`src/rtl/div_pkg.sv`:
```
// rtl/div_pkg.sv - state encoding and shared constants for the sequential divider
package div_pkg;

   localparam logic [1:0] ST_IDLE = 2'd0;
   localparam logic [1:0] ST_CALC = 2'd1;
   localparam logic [1:0] ST_FIX  = 2'd2;
   localparam logic [1:0] ST_ZERO = 2'd3;

   localparam int DONE_PULSE_LEN = 1;

   typedef enum logic [1:0] {
      IDLE = ST_IDLE,
      CALC = ST_CALC,
      FIX  = ST_FIX,
      ZERO = ST_ZERO
   } div_state_t;

endpackage

```
`src/rtl/div_sign_fix.sv`:
```
// rtl/div_sign_fix.sv - optional two's-complement negate, used for operand abs and result sign
module div_sign_fix #(
   parameter int WIDTH = 32
) (
   input  logic [WIDTH-1:0] i_value,
   input  logic             i_neg_en,
   output logic [WIDTH-1:0] o_value
);

   assign o_value = i_neg_en ? ((~i_value) + WIDTH'(1)) : i_value;

endmodule

```
`src/rtl/seq_divider.sv`:
```
// rtl/seq_divider.sv - restoring multi-cycle divider, signed/unsigned, start/busy/done handshake
module seq_divider
   import div_pkg::*;
#(
   parameter int WIDTH = 32,
   parameter int CNT_W = $clog2(WIDTH + 1)
) (
   input  logic             i_clk,
   input  logic             i_reset,
   input  logic             i_start,
   input  logic             i_is_signed,
   input  logic [WIDTH-1:0] i_dividend,
   input  logic [WIDTH-1:0] i_divisor,
   output logic             o_busy,
   output logic             o_done,
   output logic             o_div_by_zero,
   output logic [WIDTH-1:0] o_quotient,
   output logic [WIDTH-1:0] o_remainder
);

   div_state_t       r_state;
   logic [WIDTH-1:0] r_rem;
   logic [WIDTH-1:0] r_dvd;   // dividend bits shift out the top, quotient bits shift in the bottom
   logic [WIDTH-1:0] r_dvs;
   logic [CNT_W-1:0] r_cnt;
   logic             r_q_neg;
   logic             r_r_neg;

   logic [WIDTH-1:0] w_dvd_abs;
   logic [WIDTH-1:0] w_dvs_abs;
   logic [WIDTH:0]   w_rem_sh;
   logic [WIDTH:0]   w_rem_diff;
   logic             w_ge;
   logic [WIDTH-1:0] w_rem_next;
   logic [WIDTH-1:0] w_quo_next;
   logic [WIDTH-1:0] w_quo_fix;
   logic [WIDTH-1:0] w_rem_fix;

   assign w_rem_sh   = {r_rem, r_dvd[WIDTH-1]};
   assign w_rem_diff = w_rem_sh - {1'b0, r_dvs};
   assign w_ge       = ~w_rem_diff[WIDTH];
   assign w_rem_next = w_ge ? w_rem_diff[WIDTH-1:0] : w_rem_sh[WIDTH-1:0];
   assign w_quo_next = {r_dvd[WIDTH-2:0], w_ge};

   div_sign_fix #(.WIDTH(WIDTH)) u_abs_dvd (
      .i_value (i_dividend),
      .i_neg_en(i_is_signed & i_dividend[WIDTH-1]),
      .o_value (w_dvd_abs)
   );

   div_sign_fix #(.WIDTH(WIDTH)) u_abs_dvs (
      .i_value (i_divisor),
      .i_neg_en(i_is_signed & i_divisor[WIDTH-1]),
      .o_value (w_dvs_abs)
   );

   // Results are corrected from the final iteration's values so done lands in the FIX cycle.
   div_sign_fix #(.WIDTH(WIDTH)) u_fix_quo (
      .i_value (w_quo_next),
      .i_neg_en(r_q_neg),
      .o_value (w_quo_fix)
   );

   div_sign_fix #(.WIDTH(WIDTH)) u_fix_rem (
      .i_value (w_rem_next),
      .i_neg_en(r_r_neg),
      .o_value (w_rem_fix)
   );

   always_ff @(posedge i_clk) begin
      if (i_reset) begin
         r_state       <= IDLE;
         r_rem         <= '0;
         r_dvd         <= '0;
         r_dvs         <= '0;
         r_cnt         <= '0;
         r_q_neg       <= 1'b0;
         r_r_neg       <= 1'b0;
         o_busy        <= 1'b0;
         o_done        <= 1'b0;
         o_div_by_zero <= 1'b0;
         o_quotient    <= '0;
         o_remainder   <= '0;
      end else begin
         case (r_state)
            IDLE: begin
               o_done <= 1'b0;
               if (i_start) begin
                  if (i_divisor == '0) begin
                     r_state       <= ZERO;
                     o_done        <= 1'b1;
                     o_div_by_zero <= 1'b1;
                     o_quotient    <= '1;
                     o_remainder   <= i_dividend;
                  end else begin
                     r_state       <= CALC;
                     o_busy        <= 1'b1;
                     o_div_by_zero <= 1'b0;
                     r_dvd         <= w_dvd_abs;
                     r_dvs         <= w_dvs_abs;
                     r_rem         <= '0;
                     r_cnt         <= '0;
                     r_q_neg       <= i_is_signed & (i_dividend[WIDTH-1] ^ i_divisor[WIDTH-1]);
                     r_r_neg       <= i_is_signed & i_dividend[WIDTH-1];
                  end
               end
            end
            CALC: begin
               r_rem <= w_rem_next;
               r_dvd <= w_quo_next;
               r_cnt <= r_cnt + CNT_W'(1);
               if (r_cnt == CNT_W'(WIDTH - 1)) begin
                  r_state     <= FIX;
                  o_done      <= 1'b1;
                  o_quotient  <= w_quo_fix;
                  o_remainder <= w_rem_fix;
               end
            end
            FIX: begin
               o_done  <= 1'b0;
               o_busy  <= 1'b0;
               r_state <= IDLE;
            end
            ZERO: begin
               o_done  <= 1'b0;
               r_state <= IDLE;
            end
            default: r_state <= IDLE;
         endcase
      end
   end

endmodule

```
`config.mk`:
```
export PLATFORM = sky130hd
export DESIGN_NAME = seq_divider
export DESIGN_NICKNAME = d
export VERILOG_FILES = /design/src/rtl/div_pkg.sv /design/src/rtl/div_sign_fix.sv /design/src/rtl/seq_divider.sv
export SDC_FILE = /design/constraint.sdc
export NUM_CORES = 1
export LEC_CHECK = 0
export CAP_MARGIN = 15
export CORE_ASPECT_RATIO = 0.7
export CORE_MARGIN = 2
export CORE_UTILIZATION = 34
export CTS_BUF_LIST = sky130_fd_sc_hd__clkbuf_4 sky130_fd_sc_hd__clkbuf_8
export CTS_CLUSTER_SIZE = 25
export DETAILED_ROUTE_END_ITERATION = 12
export PLACE_DENSITY = 0.5
export SYNTH_ARGS = -nofsm -noshare
export SYNTH_HDL_FRONTEND = slang
export SYNTH_HIERARCHICAL = 1
export SYNTH_SLANG_ARGS = --single-unit
```
`constraint.sdc`:
```
create_clock -name i_clk -period 5.3 [get_ports i_clk]
set_input_delay 1.59 -clock i_clk [delete_from_list [all_inputs] [get_ports i_clk]]
set_output_delay 1.59 -clock i_clk [all_outputs]
set_load 0.05 [all_outputs]
```
==> results list, run 1 <==
- The flow ran to the end, and the final reports show no timing, DRC or antenna violations.
- During I/O placement, the number of pins put on the boundary was 135.
- Number of distinct library cells after synthesis: 62
- Wires add up to 40100 µm.
- Sequential elements use 29.1% of the synthesized area.
- Worst Path Buf+Inv: 6
- When the netlist entered floorplanning its net count stood at 1562.
- Worst slew pin tran: 990 ps
- Count of unresolved DRC violations after routing: 0
* Total CTS buffers: 17
- Among cell families on the critical path, the largest total delay comes from compound AO/OA/AOI/OAI gates.
* DRT antenna net count: 0
- Hold Slack: 459 ps
- The clock passes through at most 2 buffers.
* Worst-path cell chain: inv_1 -> ha_2 -> inv_1 -> fa_2 -> a211o_1 -> a221o_1 -> o21a_1 -> or3_4 -> a21oi_4 -> buf_6 -> and3_2 -> a311oi_4 -> buf_6 -> clkbuf_16 -> mux2_4 -> nor4_4 -> buf_4 -> nand4_1 -> o41ai_2 -> xnor2_1 -> nand2_1 -> a311oi_1
- Number of DRC markers after the initial detailed-route iteration: 1073
- Dividing the detail-routed wire length by the instance count gives 19.7 µm.
* Proportion of layout cells with a drive suffix above 1: 11.3%
- The synthesized design spends more area on one cell type than any other, namely sky130_fd_sc_hd__dfxtp_1.
* Critical path fanouts, max: 12
- Counting flops with a built-in enable in the synthesized netlist gives 0.
* Critical path start-end classification: register to register
- Horiz. Die Dim: 228 µm
- Input and output buffers added on the ports amount to 134.
* # Max-Cap Violations: 0
- Register bit count reported by yosys: 173
- For this design the ratio of total power to cell area is 341 nW/µm².
* Std cell rows: 57
- IR analysis of the VDD net gives a maximum drop of 0.162 mV.
- Among all cell types in the netlist, the one instantiated most often is sky130_fd_sc_hd__nand2_1.
- The H-tree generated during clock tree synthesis spans 4 levels.
- TritonCTS built the clock tree.
* Relative slew margins: 33.9%
* Required time of the worst setup path: 5710 ps
- For this run, the total global-route usage over all layers was measured as 21.7%.
- Start point of the critical path: r_dvd[31]
* Syn Inst Count: 1456
- Based on the critical path, the design can be clocked at up to 197 MHz.
- Summed over all cells, the static leakage comes to 5.13 nW.
* Final critical-path share of the clock period: 95.7%
- The core region is 34600 µm².
- Final setup violating endpoints: 0
* Largest net degree at the start of global routing: 83
- Netlist Area Pre-Place: 11900 µm²
- Post-DR vias/cell: 5.57
- The number of max-slew violations in the final report came to 0.
- Worst-skew pair later-pin latency: 500 ps
- The congestion estimate from routability-driven global placement came to 0.865.
* Fin nets: 1655
* Setup TNS: 0 ps
* Worst-case clock skew: 23.7 ps
- The final count of hold timing violations came to 0.
- In this run the clock root is driven by a sky130_fd_sc_hd__clkbuf_8.
- Count of hold buffers inserted by post-cts repair: 0
- Sorting the synthesized cells by how often they occur yields 206 x sky130_fd_sc_hd__nand2_1, 173 x sky130_fd_sc_hd__dfxtp_1, 165 x sky130_fd_sc_hd__nor2_1.
- The worst hold path belongs to the class register to register.
- Worst path arrival time: 5480 ps
- The first detailed-routing pass took 7 iterations.
* Primary flip-flop cell chosen by synthesis mapping: sky130_fd_sc_hd__dfxtp_1
- In this design, the stage delay of the slowest critical-path cell is 400 ps.
- Die height: 161 µm
* Clock sinks: 173
* Starting utilization of the core area: 34.5%
- The number of global-route vias before repair was 10800.
- Top cell type's share of synthesized area: 29.1%
- Share of synthesized flip-flops with an asynchronous set or reset: 0%
- STA classifies the critical path endpoint as a register.
- Avg Cell Area, Syn: 8.18 µm²
* Clock-pin slew reported for the worst setup and hold paths after clock tree synthesis: 100 ps
* Area growth from synthesis to final layout: 20.5%
* Full die area: 36600 µm²
- Element type at the critical path start: register
- The first global-routing pass estimated 62600 µm of wire.
* DP HPWL: 30800 µm
- Worst hold path startpoint: r_dvs[15]
* Ant diodes: 0
- Critical path's slowest cell: sky130_fd_sc_hd__a221o_1
- Beginning of the worst register-to-register path: r_dvd[31]
* DR vias: 11300
* Warning count from the yosys run: 6
- Count of filler cells inserted in the layout: 3585
- Yosys attributes the largest share of cell area to sky130_fd_sc_hd__dfxtp_1 29%, sky130_fd_sc_hd__xnor2_1 10%, sky130_fd_sc_hd__nand2_1 6.5%, sky130_fd_sc_hd__nor2_1 5.2%, sky130_fd_sc_hd__ha_1 3.9%.
- The initial antenna violation count was 1.
* Post-layout minimum cycle time: 5070 ps
- The total overflow left after global routing is 0.
* Final core occ: 41.5%
[registers in the layout, summed over array words and instances, names as in the netlist]
name,flops
o_quotient,32
o_remainder,32
r_dvd,32
r_dvs,32
r_rem,32
r_cnt,6
r_state,2
o_busy,1
o_div_by_zero,1
o_done,1
r_q_neg,1
r_r_neg,1
[what timing repair did]
item                                    4_1_cts  5_1_grt
resized for setup                             0       31
setup buffers                                 0        7
endpoints found under the setup margin        0       23
[kinds of logic (layout without fill, tap and decap cells)]
logic type	count (synthesis)	after routing	synth area share (%)
XOR/XNOR	153	153	11.2
AO/OA/AOI/OAI	376	376	24.2
buffers and inverters	144	249	4.95
multiplexers	32	32	3.86
flip-flops	173	173	29.1
adder cells (fa/ha/maj)	38	38	4.05
AND/OR/NAND/NOR	540	540	22.7
[cell type report]
| type | count | area [µm²] | area share, % |
|---|---|---|---|
| clock buffer | 19 | 262 | 1.82 |
| clock inverter | 12 | 130 | 0.906 |
| inverter | 45 | 169 | 1.18 |
| multi-input combinational | 1139 | 8030 | 55.9 |
| sequential | 173 | 3460 | 24.1 |
| tap | 472 | 591 | 4.11 |
| timing repair buffer | 173 | 1710 | 11.9 |
[cell usage in the layout, fill, tap and decap left out, types with 19 or more instances in the layout]
| master | count |
|---|---|
| sky130_fd_sc_hd__nand2_1 | 205 |
| sky130_fd_sc_hd__dfxtp_1 | 173 |
| sky130_fd_sc_hd__nor2_1 | 160 |
| sky130_fd_sc_hd__xnor2_1 | 136 |
| sky130_fd_sc_hd__clkdlybuf4s50_1 | 133 |
| sky130_fd_sc_hd__a21oi_1 | 63 |
| sky130_fd_sc_hd__o21ai_0 | 56 |
| sky130_fd_sc_hd__inv_1 | 45 |
| sky130_fd_sc_hd__a211oi_1 | 40 |
| sky130_fd_sc_hd__ha_1 | 35 |
| sky130_fd_sc_hd__a311oi_1 | 33 |
| sky130_fd_sc_hd__o31ai_1 | 32 |
| sky130_fd_sc_hd__a22o_1 | 32 |
| sky130_fd_sc_hd__buf_4 | 32 |
| sky130_fd_sc_hd__a222oi_1 | 31 |
| sky130_fd_sc_hd__mux2_4 | 27 |
| sky130_fd_sc_hd__nor3_1 | 26 |
| sky130_fd_sc_hd__nand4_1 | 24 |
| sky130_fd_sc_hd__clkbuf_8 | 19 |
[metrics by stage]
step	worst slack (ps)	cell area, µm²	power (W)	cells
after floorplan	409	11900	0.00307	1456
after global placement	169	13700	0.00372	1994
after detailed placement	108	13700	0.00373	1994
after CTS	63.4	14100	0.00471	2025
after global routing	-21.3	14400	0.00519	2033
final	230	14400	0.00489	2033
[worst min-delay path, delay by kind of cell (launching register included)]
kind / cells / cell delay, ps
AO/OA/AOI/OAI: 1 / 50
AND/OR/NAND/NOR: 1 / 50
flip-flops: 1 / 320
[final timing paths]
| path | to | slack, ps | cells past startpoint |
|---|---|---|---|
| setup / recovery | o_remainder[18] | 230 | 22 |
| hold reg to reg | r_dvs[15] | 460 | 2 |
| setup reg to reg | o_remainder[18] | 230 | 22 |
| hold / removal | r_dvs[15] | 460 | 2 |
[metal layers]
metal  part of all wire (%)  vias up  track usage (%)  wire (µm)
li1                       -     5507                -          -
met1                     54     5412             35.3      21500
met2                     38      369             28.5      15200
met3                    7.2       37             3.91       2880
met4                    1.4        2             4.96        550
met5                  0.032        -                0         13
[where the power goes]
part           leakage, nW  switching [W]  internal [W]
Combinational         3.52        0.00146      0.000965
Clock                0.196       0.000551      0.000409
Sequential            1.42       0.000103       0.00141
Total                 5.13        0.00211       0.00278
Power figures use the tool's default switching activity.
==> run 2, diff against run 1 <==
CORE_MARGIN = 1   (was 2)
==> results list, run 2 (synthesis results as in run 1) <==
- For this design the top-level I/O count stands at 135.
- Clock-pin slew reported for the worst setup and hold paths after clock tree synthesis: 100 ps
- The startpoint identified for the worst register-to-register timing path is r_dvd[31].
- Headroom to the max-slew limit came out at 6.20%.
- IR analysis of the VDD net gives a maximum drop of 0.217 mV.
- Using the TritonRoute via totals, the vias-per-cell ratio works out to 5.57.
- The final count of hold timing violations is 0.
* Gr ovfl total: 0
- Std cell rows: 56
- Setup slack after layout: 137 ps
* Worst-case clock skew: 19.3 ps
- Clock tree root buffer cell: sky130_fd_sc_hd__clkbuf_8
* Initial DRT Pass Iterations: 7
- Area of the core: 34000 µm²
* RePlAce Congestion: 0.880
- Start point of the critical path: r_dvd[31]
* Number of DRC markers after the initial detailed-route iteration: 1240
- Count of unresolved DRC violations after routing: 0
* Most common cell after layout, fill and taps aside: sky130_fd_sc_hd__nand2_1
* Status: finished, final reports clean
* Worst-path cell chain: inv_2 -> ha_4 -> inv_1 -> fa_2 -> a211o_1 -> a221o_1 -> o21a_1 -> or3_4 -> a21oi_4 -> nand2_2 -> a311oi_4 -> buf_6 -> clkbuf_16 -> buf_8 -> mux2_4 -> nor4_4 -> buf_4 -> nand4b_4 -> o31ai_2 -> xnor2_1 -> nand2_1 -> a311oi_1
- Hold Slack: 459 ps
* Routed wire length: 40700 µm
* Final core occ: 42.9%
- Setup slack of the most critical reg-to-reg path: 140 ps
- Wire length of the first global-routing pass: 61100 µm
* Average wire per cell in the routed design: 19.8 µm
- Largest net degree at the start of global routing: 87
- Critical path's slowest cell: sky130_fd_sc_hd__a221o_1
- DP HPWL: 30600 µm
- Required time of the worst setup path: 5700 ps
- For this run, the top clock speed supported by timing is 194 MHz.
- PortBufs: 134
- The clock drives 173 sinks.
- At the placement stage, the worst setup path has a slack of 102 ps.
* H-tree depth: 4
- Proportion of layout cells with a drive suffix above 1: 12.9%
- From left edge to right edge, the die measures 226 µm.
- Power spread over the standard cell area amounts to 345 nW/µm².
* Area growth from synthesis to final layout: 22.4%
- The initial utilization of the core area, before any placement, comes to 35.1%.
- Critical path start-end classification: register to register
* Total CTS buffers: 17
- Dividing the final minimum period by the clock period gives 97.4%.
- Worst-skew pair later-pin latency: 500 ps
* Full die area: 35800 µm²
- Number of global-route vias before repair: 10600
- The initial antenna violation count is 0.
* Worst slew pin tran: 1410 ps
* Critical path fanouts, max: 5
- STA classifies the critical path endpoint as a register.
* Worst path arrival time: 5570 ps
- The number of max-slew violations in the final report is 0.
- Overall fraction of global-route tracks in use: 22.2%
- In this design, the stage delay of the slowest critical-path cell is 390 ps.
- Overall power consumption after layout is estimated at 0.00503 W.
- Most frequent cells in the layout: 205 x sky130_fd_sc_hd__nand2_1, 172 x sky130_fd_sc_hd__dfxtp_1, 160 x sky130_fd_sc_hd__nor2_1, 136 x sky130_fd_sc_hd__xnor2_1, 133 x sky130_fd_sc_hd__clkdlybuf4s50_1
- Measured along the y axis, the die boundary spans 159 µm.
- Element type at the critical path start: register
* Largest delay share family, worst path: compound AO/OA/AOI/OAI gates
- Path type of the worst min-delay path: register to register
- The final layout contains 1679 nets.
- # Max-Cap Violations: 0
* Area of all placed cells without fillers: 14600 µm²
* DR vias: 11400
- Cell leakage power: 5.28 nW
- Dpl cell area: 13700 µm²
- TritonCTS clock tree: yes
- Worst hold path startpoint: r_q_neg
- Post-layout minimum cycle time: 5160 ps
- In this run the remaining antenna-violating nets after routing total 0.
* Number of buffers on the longest clock path: 2
* Worst Path Buf+Inv: 6
- Final setup violating endpoints: 0
[run 2: final cells by class]
cell class	instances	area [µm²]
clock buffers	20	263
flip-flops and latches	173	3460
inverters	45	169
repair buffers	197	1910
well taps	464	581
multi-input cells	1139	8060
fillers	3485	19400
diodes	1	2.50
clock inverters	12	126
[run 2: final timing paths]
check | depth (start not counted) | end
setup / recovery | 22 | o_remainder[29]
hold / removal | 2 | r_q_neg
setup reg to reg | 22 | o_remainder[29]
hold reg to reg | 2 | r_q_neg
[run 2: stage by stage]
step                std cells  setup TNS [ps]
floorplan                1456               0
global placement         1984               0
detailed placement       1984               0
CTS                      2016               0
global route             2050            -341
finish                   2051               0
[run 2: power breakdown]
part / internal [W] / switching, W / total [W]
registers: 0.00141 / 0.000108 / 0.00152
clock network: 0.000409 / 0.000564 / 0.000973
logic: 0.00104 / 0.00150 / 0.00254
total: 0.00285 / 0.00218 / 0.00503
[run 2: timing repair]
item                                    4_1_cts  5_1_grt
endpoints found under the setup margin        0       23
hold buffers                                  0        0
gates resized for setup                       0       39
buffers inserted                              0       31
[run 2: worst min-delay path: cells and delay by family, from the launching register on]
family          cells  cell delay (ps)
compound gates      1               50
flops               1              320
simple gates        1               50
[run 2: per-layer routing]
layer | wire, µm | track usage [%] | vias to the layer above
met4 | 377 | 4.57 | 0
met5 | 0 | 0 | -
met2 | 15700 | 29.6 | 371
met1 | 21900 | 35.4 | 5468
met3 | 2780 | 4.43 | 24
li1 | - | - | 5555
